==> config.mk <==
export PLATFORM = sky130hd
export DESIGN_NAME = buffet_fill_ctrl
export DESIGN_NICKNAME = d
export VERILOG_FILES = /design/src/rtl/buffet_fill_ctrl.sv
export SDC_FILE = /design/constraint.sdc
export NUM_CORES = 1
export LEC_CHECK = 0
export CAP_MARGIN = 15
export CORE_MARGIN = 10
export CORE_UTILIZATION = 35
export CTS_CLUSTER_SIZE = 16
export DETAILED_ROUTE_END_ITERATION = 6
export GPL_ROUTABILITY_DRIVEN = 0
export PLACE_DENSITY = 0.68
export SLEW_MARGIN = 20
export SYNTH_ARGS = -nofsm -noshare
export SYNTH_HDL_FRONTEND = slang
export SYNTH_SLANG_ARGS = --single-unit
export TNS_END_PERCENT = 100
==> constraint.sdc <==
create_clock -name clk -period 5.73 [get_ports clk]
set_clock_uncertainty 0.1 [all_clocks]
set_input_delay 0.8595 -clock clk [delete_from_list [all_inputs] [get_ports clk]]
set_output_delay 0.8595 -clock clk [all_outputs]
set_load 0.005 [all_outputs]
==> src/rtl/buffet_fill_ctrl.sv <==
// rtl/buffet_fill_ctrl.sv - buffet fill engine: credit-gated word reads forwarded in order to push_data
module buffet_fill_ctrl #(
    parameter int DATA_WIDTH  = 32,
    parameter int IDX_WIDTH   = 4,
    parameter int SIZE        = 8,
    parameter int ADDR_WIDTH  = 32,
    parameter int LEN_WIDTH   = 16,
    parameter int ADDR_STRIDE = 1
) (
    input  logic                  clk,
    input  logic                  nreset_i,
    input  logic [ADDR_WIDTH-1:0] cmd_base_addr,
    input  logic [LEN_WIDTH-1:0]  cmd_len,
    input  logic                  cmd_valid,
    output logic                  cmd_ready,
    output logic [ADDR_WIDTH-1:0] mem_req_addr,
    output logic                  mem_req_valid,
    input  logic                  mem_req_ready,
    input  logic [DATA_WIDTH-1:0] mem_resp_data,
    input  logic                  mem_resp_valid,
    output logic                  mem_resp_ready,
    output logic [DATA_WIDTH-1:0] push_data,
    output logic                  push_data_valid,
    input  logic                  push_data_ready,
    input  logic [IDX_WIDTH-1:0]  credit_in,
    input  logic                  credit_valid,
    output logic                  credit_ready,
    output logic                  busy,
    output logic                  done,
    output logic                  err
);
    localparam int CW = IDX_WIDTH + 1;
    localparam int SW = CW + 1;

    typedef enum logic [1:0] {S_IDLE, S_ISSUE, S_DRAIN} state_t;

    state_t                state_q, state_d;
    logic [CW-1:0]         credits_q, credits_d;
    logic [CW-1:0]         outstanding_q, outstanding_d;
    logic [LEN_WIDTH-1:0]  remaining_q, remaining_d;
    logic [ADDR_WIDTH-1:0] addr_q, addr_d;
    logic                  err_q, err_d;
    logic                  done_q, done_d;

    logic                  req_hs;
    logic                  push_hs;
    logic [SW-1:0]         credit_sum;

    assign mem_resp_ready  = push_data_ready;
    assign push_data       = mem_resp_data;
    assign push_data_valid = mem_resp_valid;
    assign credit_ready    = nreset_i;
    assign cmd_ready       = nreset_i && (state_q == S_IDLE);
    assign mem_req_addr    = addr_q;
    // Valid depends only on registers so it cannot drop while waiting for ready.
    assign mem_req_valid   = (state_q == S_ISSUE) && (credits_q != '0);
    assign req_hs          = mem_req_valid && mem_req_ready;
    assign push_hs         = mem_resp_valid && push_data_ready;
    assign done            = done_q;
    assign err             = err_q;

    always_comb begin
        err_d         = err_q;
        credits_d     = credits_q;
        outstanding_d = outstanding_q;
        credit_sum    = {1'b0, credits_q}
                      + (credit_valid ? SW'(credit_in) : '0)
                      - (req_hs ? SW'(1) : '0);
        if (credit_sum > SW'(SIZE)) begin
            err_d     = 1'b1;
            credits_d = CW'(SIZE);
        end else begin
            credits_d = credit_sum[CW-1:0];
        end
        if (push_hs && outstanding_q == '0) begin
            err_d = 1'b1;
        end
        case ({req_hs, push_hs})
            2'b10:   outstanding_d = outstanding_q + CW'(1);
            2'b01:   outstanding_d = (outstanding_q == '0) ? '0 : outstanding_q - CW'(1);
            default: outstanding_d = outstanding_q;
        endcase
    end

    always_comb begin
        state_d     = state_q;
        addr_d      = addr_q;
        remaining_d = remaining_q;
        done_d      = 1'b0;
        busy        = 1'b0;
        case (state_q)
            S_IDLE: begin
                if (cmd_valid && cmd_ready) begin
                    addr_d      = cmd_base_addr;
                    remaining_d = cmd_len;
                    if (cmd_len == '0) begin
                        done_d = 1'b1;
                    end else begin
                        state_d = S_ISSUE;
                    end
                end
            end
            S_ISSUE: begin
                busy = 1'b1;
                if (req_hs) begin
                    addr_d      = addr_q + ADDR_WIDTH'(ADDR_STRIDE);
                    remaining_d = remaining_q - LEN_WIDTH'(1);
                    if (remaining_q == LEN_WIDTH'(1)) begin
                        state_d = S_DRAIN;
                    end
                end
            end
            S_DRAIN: begin
                busy = 1'b1;
                if (outstanding_q == '0 || (outstanding_q == CW'(1) && push_hs)) begin
                    done_d  = 1'b1;
                    state_d = S_IDLE;
                end
            end
            default: state_d = S_IDLE;
        endcase
    end

    always_ff @(posedge clk or negedge nreset_i) begin
        if (!nreset_i) begin
            state_q       <= S_IDLE;
            credits_q     <= CW'(SIZE);
            outstanding_q <= '0;
            remaining_q   <= '0;
            addr_q        <= '0;
            err_q         <= 1'b0;
            done_q        <= 1'b0;
        end else begin
            state_q       <= state_d;
            credits_q     <= credits_d;
            outstanding_q <= outstanding_d;
            remaining_q   <= remaining_d;
            addr_q        <= addr_d;
            err_q         <= err_d;
            done_q        <= done_d;
        end
    end
endmodule

# Yosys cells after proc, flatten, opt, wreduce, memory -nomap -nowiden
# Cells that the tools add are included.
[totals] regBits=62 input_bits=91 output_inout_bits=72 elab_cells=67
[op_classes] add_sub_neg=6 order_cmp=1 n_eq_ne=11 mux=24 reduce_logical=18
[ops] operator="32-bit two-way mux" n=2
[ops] operator="32-bit case mux with 2 select lines" n=1
[ops] operator="32-bit by 1-bit adder with 32-bit output, second input constant" n=1
[ops] operator="16-bit two-way mux" n=2
[ops] operator="16-bit case mux with 2 select lines" n=1
[ops] operator="16-bit by 1-bit equality test with 1-bit output, second input constant" n=1
[ops] operator="16-bit zero test" n=1
[ops] operator="16-bit by 1-bit subtractor with 16-bit output, second input constant" n=1
[ops] operator="2-bit two-way mux" n=5
[ops] operator="5-bit two-way mux" n=2
[ops] operator="5-bit case mux with 2 select lines" n=1
[ops] operator="1-bit logical AND" n=7
[ops] operator="1-bit two-way mux" n=7
[ops] operator="5-bit by 4-bit adder with 6-bit output" n=1
[ops] operator="6-bit by 4-bit > comparator with 1-bit output, second input constant" n=1
[ops] operator="2-bit != test, second input constant" n=3
[ops] operator="2-bit case mux with 3 select lines" n=1
[ops] operator="2-bit nonzero test" n=3
[ops] operator="6-bit by 1-bit subtractor with 6-bit output" n=1
[ops] operator="5-bit by 1-bit adder with 5-bit output, second input constant" n=1
[ops] operator="5-bit by 1-bit equality test with 1-bit output, second input constant" n=1
[ops] operator="5-bit zero test" n=1
[ops] operator="5-bit AND reduction" n=1
[ops] operator="5-bit nonzero test" n=1
[ops] operator="10 further kinds" n=13

# Logic depth before layout (Yosys ltp)
[depth] depth_word=8 ltp_mapped=17 ltp_nobuf=14

# Worst setup path after synthesis
# OpenSTA, ideal clock, no wires.
[synth_timing] path_type="register to register" from="register state_q[1]" to="register err_q (netlist: err)" setup_ps=90 arrival_ps=3264 t_required_ps=5540 setup_slack_ps=2276 stages_incl_launch_ff=18 path_buffers=3 period_less_slack_ps=3454 path_cell_list="dfrtp_1 -> inv_1 -> ha_1 -> buf_2 -> clkbuf_1 -> clkbuf_1 -> nand3_1 -> inv_1 -> ha_1 -> inv_1 -> ha_1 -> inv_1 -> fa_1 -> nor2b_1 -> o21ai_0 -> mux2_2 -> a32o_1 -> o221ai_1"
[synth_via] elab_chain_cells=7
[synth_rtl] item="from (decl)" line="37" rtl="state_t state_q, state_d;"
[synth_rtl] item="from (signal assigned)" line="134" rtl="state_q <= state_d;"
[synth_rtl] item="2-bit by 1-bit equality test with 1-bit output" line="56" rtl="assign mem_req_valid = (state_q == S_ISSUE) && (credits_q != '0);"
[synth_rtl] item="1-bit logical AND" line="56"
[synth_rtl] item="1-bit logical AND" line="57" rtl="assign req_hs = mem_req_valid && mem_req_ready;"
[synth_rtl] item="1-bit two-way mux" line="68" rtl="- (req_hs ? SW'(1) : '0);"
[synth_rtl] item="6-bit by 1-bit subtractor with 6-bit output" line="68"
[synth_rtl] item="6-bit by 4-bit > comparator with 1-bit output" line="69" rtl="if (credit_sum > SW'(SIZE)) begin"
[synth_rtl] item="2-bit nonzero test (no line)"
[synth_rtl] item="to (signal assigned)" line="139" rtl="err_q <= err_d;"
[synth_rtl] item="to (decl)" line="42" rtl="logic err_q, err_d;"
# No other way between the ends.
# A chain may end at the register's enable or synchronous reset.

# Worst setup path after layout
[layout_timing] from="register credits_q[4]" to="register credits_q[3]"
[layout_via] elab_chain_cells=7 elab_cells_between_ends=8 cone_classes="add/sub: 2; order compare: 1; mux: 2; reduce/logical: 3"
[layout_rtl] item="from (decl)" line="38" rtl="logic [CW-1:0] credits_q, credits_d;"
[layout_rtl] item="from (signal assigned)" line="127" rtl="credits_q <= CW'(SIZE);"
[layout_rtl] item="from (signal assigned)" line="135" rtl="credits_q <= credits_d;"
[layout_rtl] item="parallel branches: the longest is 4 deep, another holds 5-bit by 4-bit adder with 6-bit output"
[layout_rtl] item="6-bit by 1-bit subtractor with 6-bit output (*)" line="68"
[layout_rtl] item="6-bit by 4-bit > comparator with 1-bit output" line="69"
[layout_rtl] item="5-bit two-way mux (*)" line="69"
[layout_rtl] item="net credits_d[3]" line="38"
# Mark *: on every way through the listed nets, which the timed path passes.

==> results.md <==
* Status: complete, no violations
* Worst path most repeated cell: inv_1
* Synth top area share at 32.8%
* Final critical-path share of the clock period at 68.3%
* WHS at 0.295 ns
* WL final at 14.2 mm
* Gr ovfl total at 0
* Setup CP Type: reg -> reg
* Async SR Flop Fraction at 100%
* Buffers added on ports at 98
* P_leak at 2.20 nW
* Synth Area in Simple Gates at 22.3%
* Finish-stage setup viols at 0
* Layout cells sized above 1 at 5.65%
* I/O pin count at 163
* Initial Util at 35.4%
* Ant. Diodes at 0
* Die width at 135 um
* First-pass GRT wire length at 23.0 mm
* Die Ht at 135 um
* PostCTS Resize Cnt at 0
* FP Rows at 42
* Clock buffer depth at 2
* Gr usage total at 15.3%
* Via density at 5.71
* Placed cell area at 5530 um^2
* Clock Sinks at 62
* Root Driver: clkbuf_16
* # H-tree levels at 3
* Critical R2R Launch: credits_q[4]
* Synth Area in XOR/XNOR at 0.377%
* First drt pass iteration count at 5
* Data arrival, critical path at 4.05 ns
* RSZ-0062 raised after global routing: no
* DR DRC count at 0
* Net Sw Frac at 44.1%
* Detailed-route wire length per cell at 17.9 um
* Worst setup startpoint: credits_q[4]
* Pin count of the biggest net entering global routing at 71
* Critical Path RT at 5.87 ns
* Adder-cell share of the synthesized area at 5.82%
* Routed Antenna Nets at 0
* NetSw at 1.32 mW
* Most Crowded Layer GR: met2
* Hold-fix buffers at CTS at 0
* Slowest stage delay, CP at 0.45 ns
* Filler cells at 1306
* Final hold violation count at 0
* Initial antenna violation count at 0
* Overall Power at 3.00 mW
* Yosys reg bits at 62
* Area growth syn-to-layout at 24.4%
* Setup_tns at 0 ns
* Combinational share of power at 52.8%
* Post-route cell area at 5780 um^2
* Max Cap Viol at 0
* Worst Path Max Fanout at 13
* Worst IR Drop VDD at 0.000212 V
* DR iter-0 viols at 351
* Clk_lat worst skew at 0.33 ns
* Crit-path slowest cell: dfrtp_1
* Ys flop type: dfrtp_1
* Post-synth top cells: dfrtp_1 (61), nand2_1 (61), a21oi_1 (48)
* Total die area at 18300 um^2
* Critical path's top delay family: simple AND/OR/NAND/NOR gates
* Multi-input logic area at 2650 um^2
* Max Freq at 255 MHz
* DP HPWL at 10.5 mm
* Max-slew headroom at 37.5%
* Mapped Area at 4650 um^2
* Final Max Slew Viols at 0
* Average size of a mapped cell at 8.24 um^2
* Crit. End Element: flop
* Hold/Removal Path Class: in -> async
* Startpoint Class: flop
* Worst-path clk slew at 0.05 ns
* Post-CTS Setup Bufs at 0
* Mux cell area share after synthesis at 5.71%
* Power Internal at 1.68 mW
* Met3 usage at 4.41%
* Buf/Inv on CP at 3
* Number of synthesized flops with an enable pin at 0
* Synth warn at 0
* Core region area at 13100 um^2
* Reg area at 1550 um^2
* Sequential fraction of the synthesis area at 33.4%
* Synth unique cells at 65
* Synth Area in Compound Gates at 22.4%
* Yosys top cell by area: dfrtp_1
* Register share of total power at 31.3%
* Final min period at 3.92 ns
* Vias in the first global route at 4465
* Clock share of power at 15.9%
* NumNets Final at 727
* Vias at 4538
* Num CTS Buffers at 9
* Met1 Use GR at 20.1%
* Top cells by area, synth: dfrtp_1 (33%), buf_4 (5.7%), ha_1 (5.4%)
* Largest family of logic cells by synthesized area: compound AO/OA/AOI/OAI gates
* CTS tree: built
* GRT met2 Usage at 23.6%
* Worst slew pin tran at 0.937 ns
* PD cells at 519 nW/um^2
* Cell count after synthesis at 564
* Crit-path cells: nor4_1 > nand2_1 > nand3_1 > inv_1 > ha_1 > inv_1 > ha_1 > inv_1 > fa_1 > nor2b_1 > o21ai_0 > mux2_2 > a32o_1 > o21ai_0
* Syn Nets at 676
[worst paths after layout]
path | endpoint | depth (start not counted) | slack [ns]
worst max-delay path | credits_q[3] | 14 | 1.81
worst min-delay path | credits_q[4] | 1 | 0.29
min in group clk | err | 2 | 0.42
worst min register to register | err | 2 | 0.42
max in group asynchronous | credits_q[1] | 2 | 4.20
worst max register to register | credits_q[3] | 14 | 1.81
[cell families after synthesis]
group,after synthesis
flip-flops,62
buffers and inverters,87
multiplexers,26
AO/OA/AOI/OAI,162
AND/OR/NAND/NOR,203
other,1
XOR/XNOR,2
adder cells (fa/ha/maj),21
[registers in the layout (all words and copies together) (netlist names)]
name           count
state_q            2
outstanding_q      5
done               1
err                1
mem_req_addr      32
remaining_q       16
credits_q          5
[cell type report]
| class | count | share of cell area (%) |
|---|---|---|
| inverter | 23 | 1.49 |
| sequential | 62 | 26.9 |
| tap | 176 | 3.81 |
| clock inverter | 2 | 0.173 |
| timing repair buffer | 104 | 17.7 |
| clock buffer | 13 | 4.15 |
| multi-input combinational | 415 | 45.9 |
[metrics by stage]
| stage | std cells | util [%] | setup slack, ns |
|---|---|---|---|
| after floorplan | 564 | - | 2.28 |
| after global placement | 780 | 42.0 | 1.99 |
| after detailed placement | 780 | 42.1 | 1.82 |
| after CTS | 795 | 44.0 | 1.86 |
| after global routing | 795 | 44.0 | 1.49 |
| final | 795 | 44.0 | 1.81 |
[per-layer routing]
| metal | part of all wire, % | vias up |
|---|---|---|
| met2 | 45 | 171 |
| met3 | 7.9 | 27 |
| met5 | 0 | - |
| met1 | 45 | 2186 |
| met4 | 1.5 | 0 |
| li1 | - | 2154 |
[placed cells by master, fill, tap and decap left out, types with 10 or more instances in the layout]
| master | count |
|---|---|
| dfrtp_1 | 61 |
| ha_1 | 19 |
| nand2_1 | 61 |
| o22ai_1 | 24 |
| o21ai_0 | 20 |
| nand3_1 | 19 |
| clkdlybuf4s50_1 | 97 |
| a31oi_1 | 12 |
| nor2_1 | 32 |
| mux2i_1 | 22 |
| inv_1 | 22 |
| nor3_1 | 18 |
| nor4_1 | 10 |
| a21oi_1 | 48 |
| and3_1 | 10 |
[power by group through the flow]
stage               clock network [mW]  logic, mW  registers, mW
finish                           0.475       1.58          0.940
global route                     0.503       1.76          0.978
CTS                              0.487       1.58          0.929
detailed placement                   0       1.58          0.934
global placement                     0       1.53          0.919
floorplan                            0       1.04          0.859
Note: power is estimated with default switching activity, not from simulation.
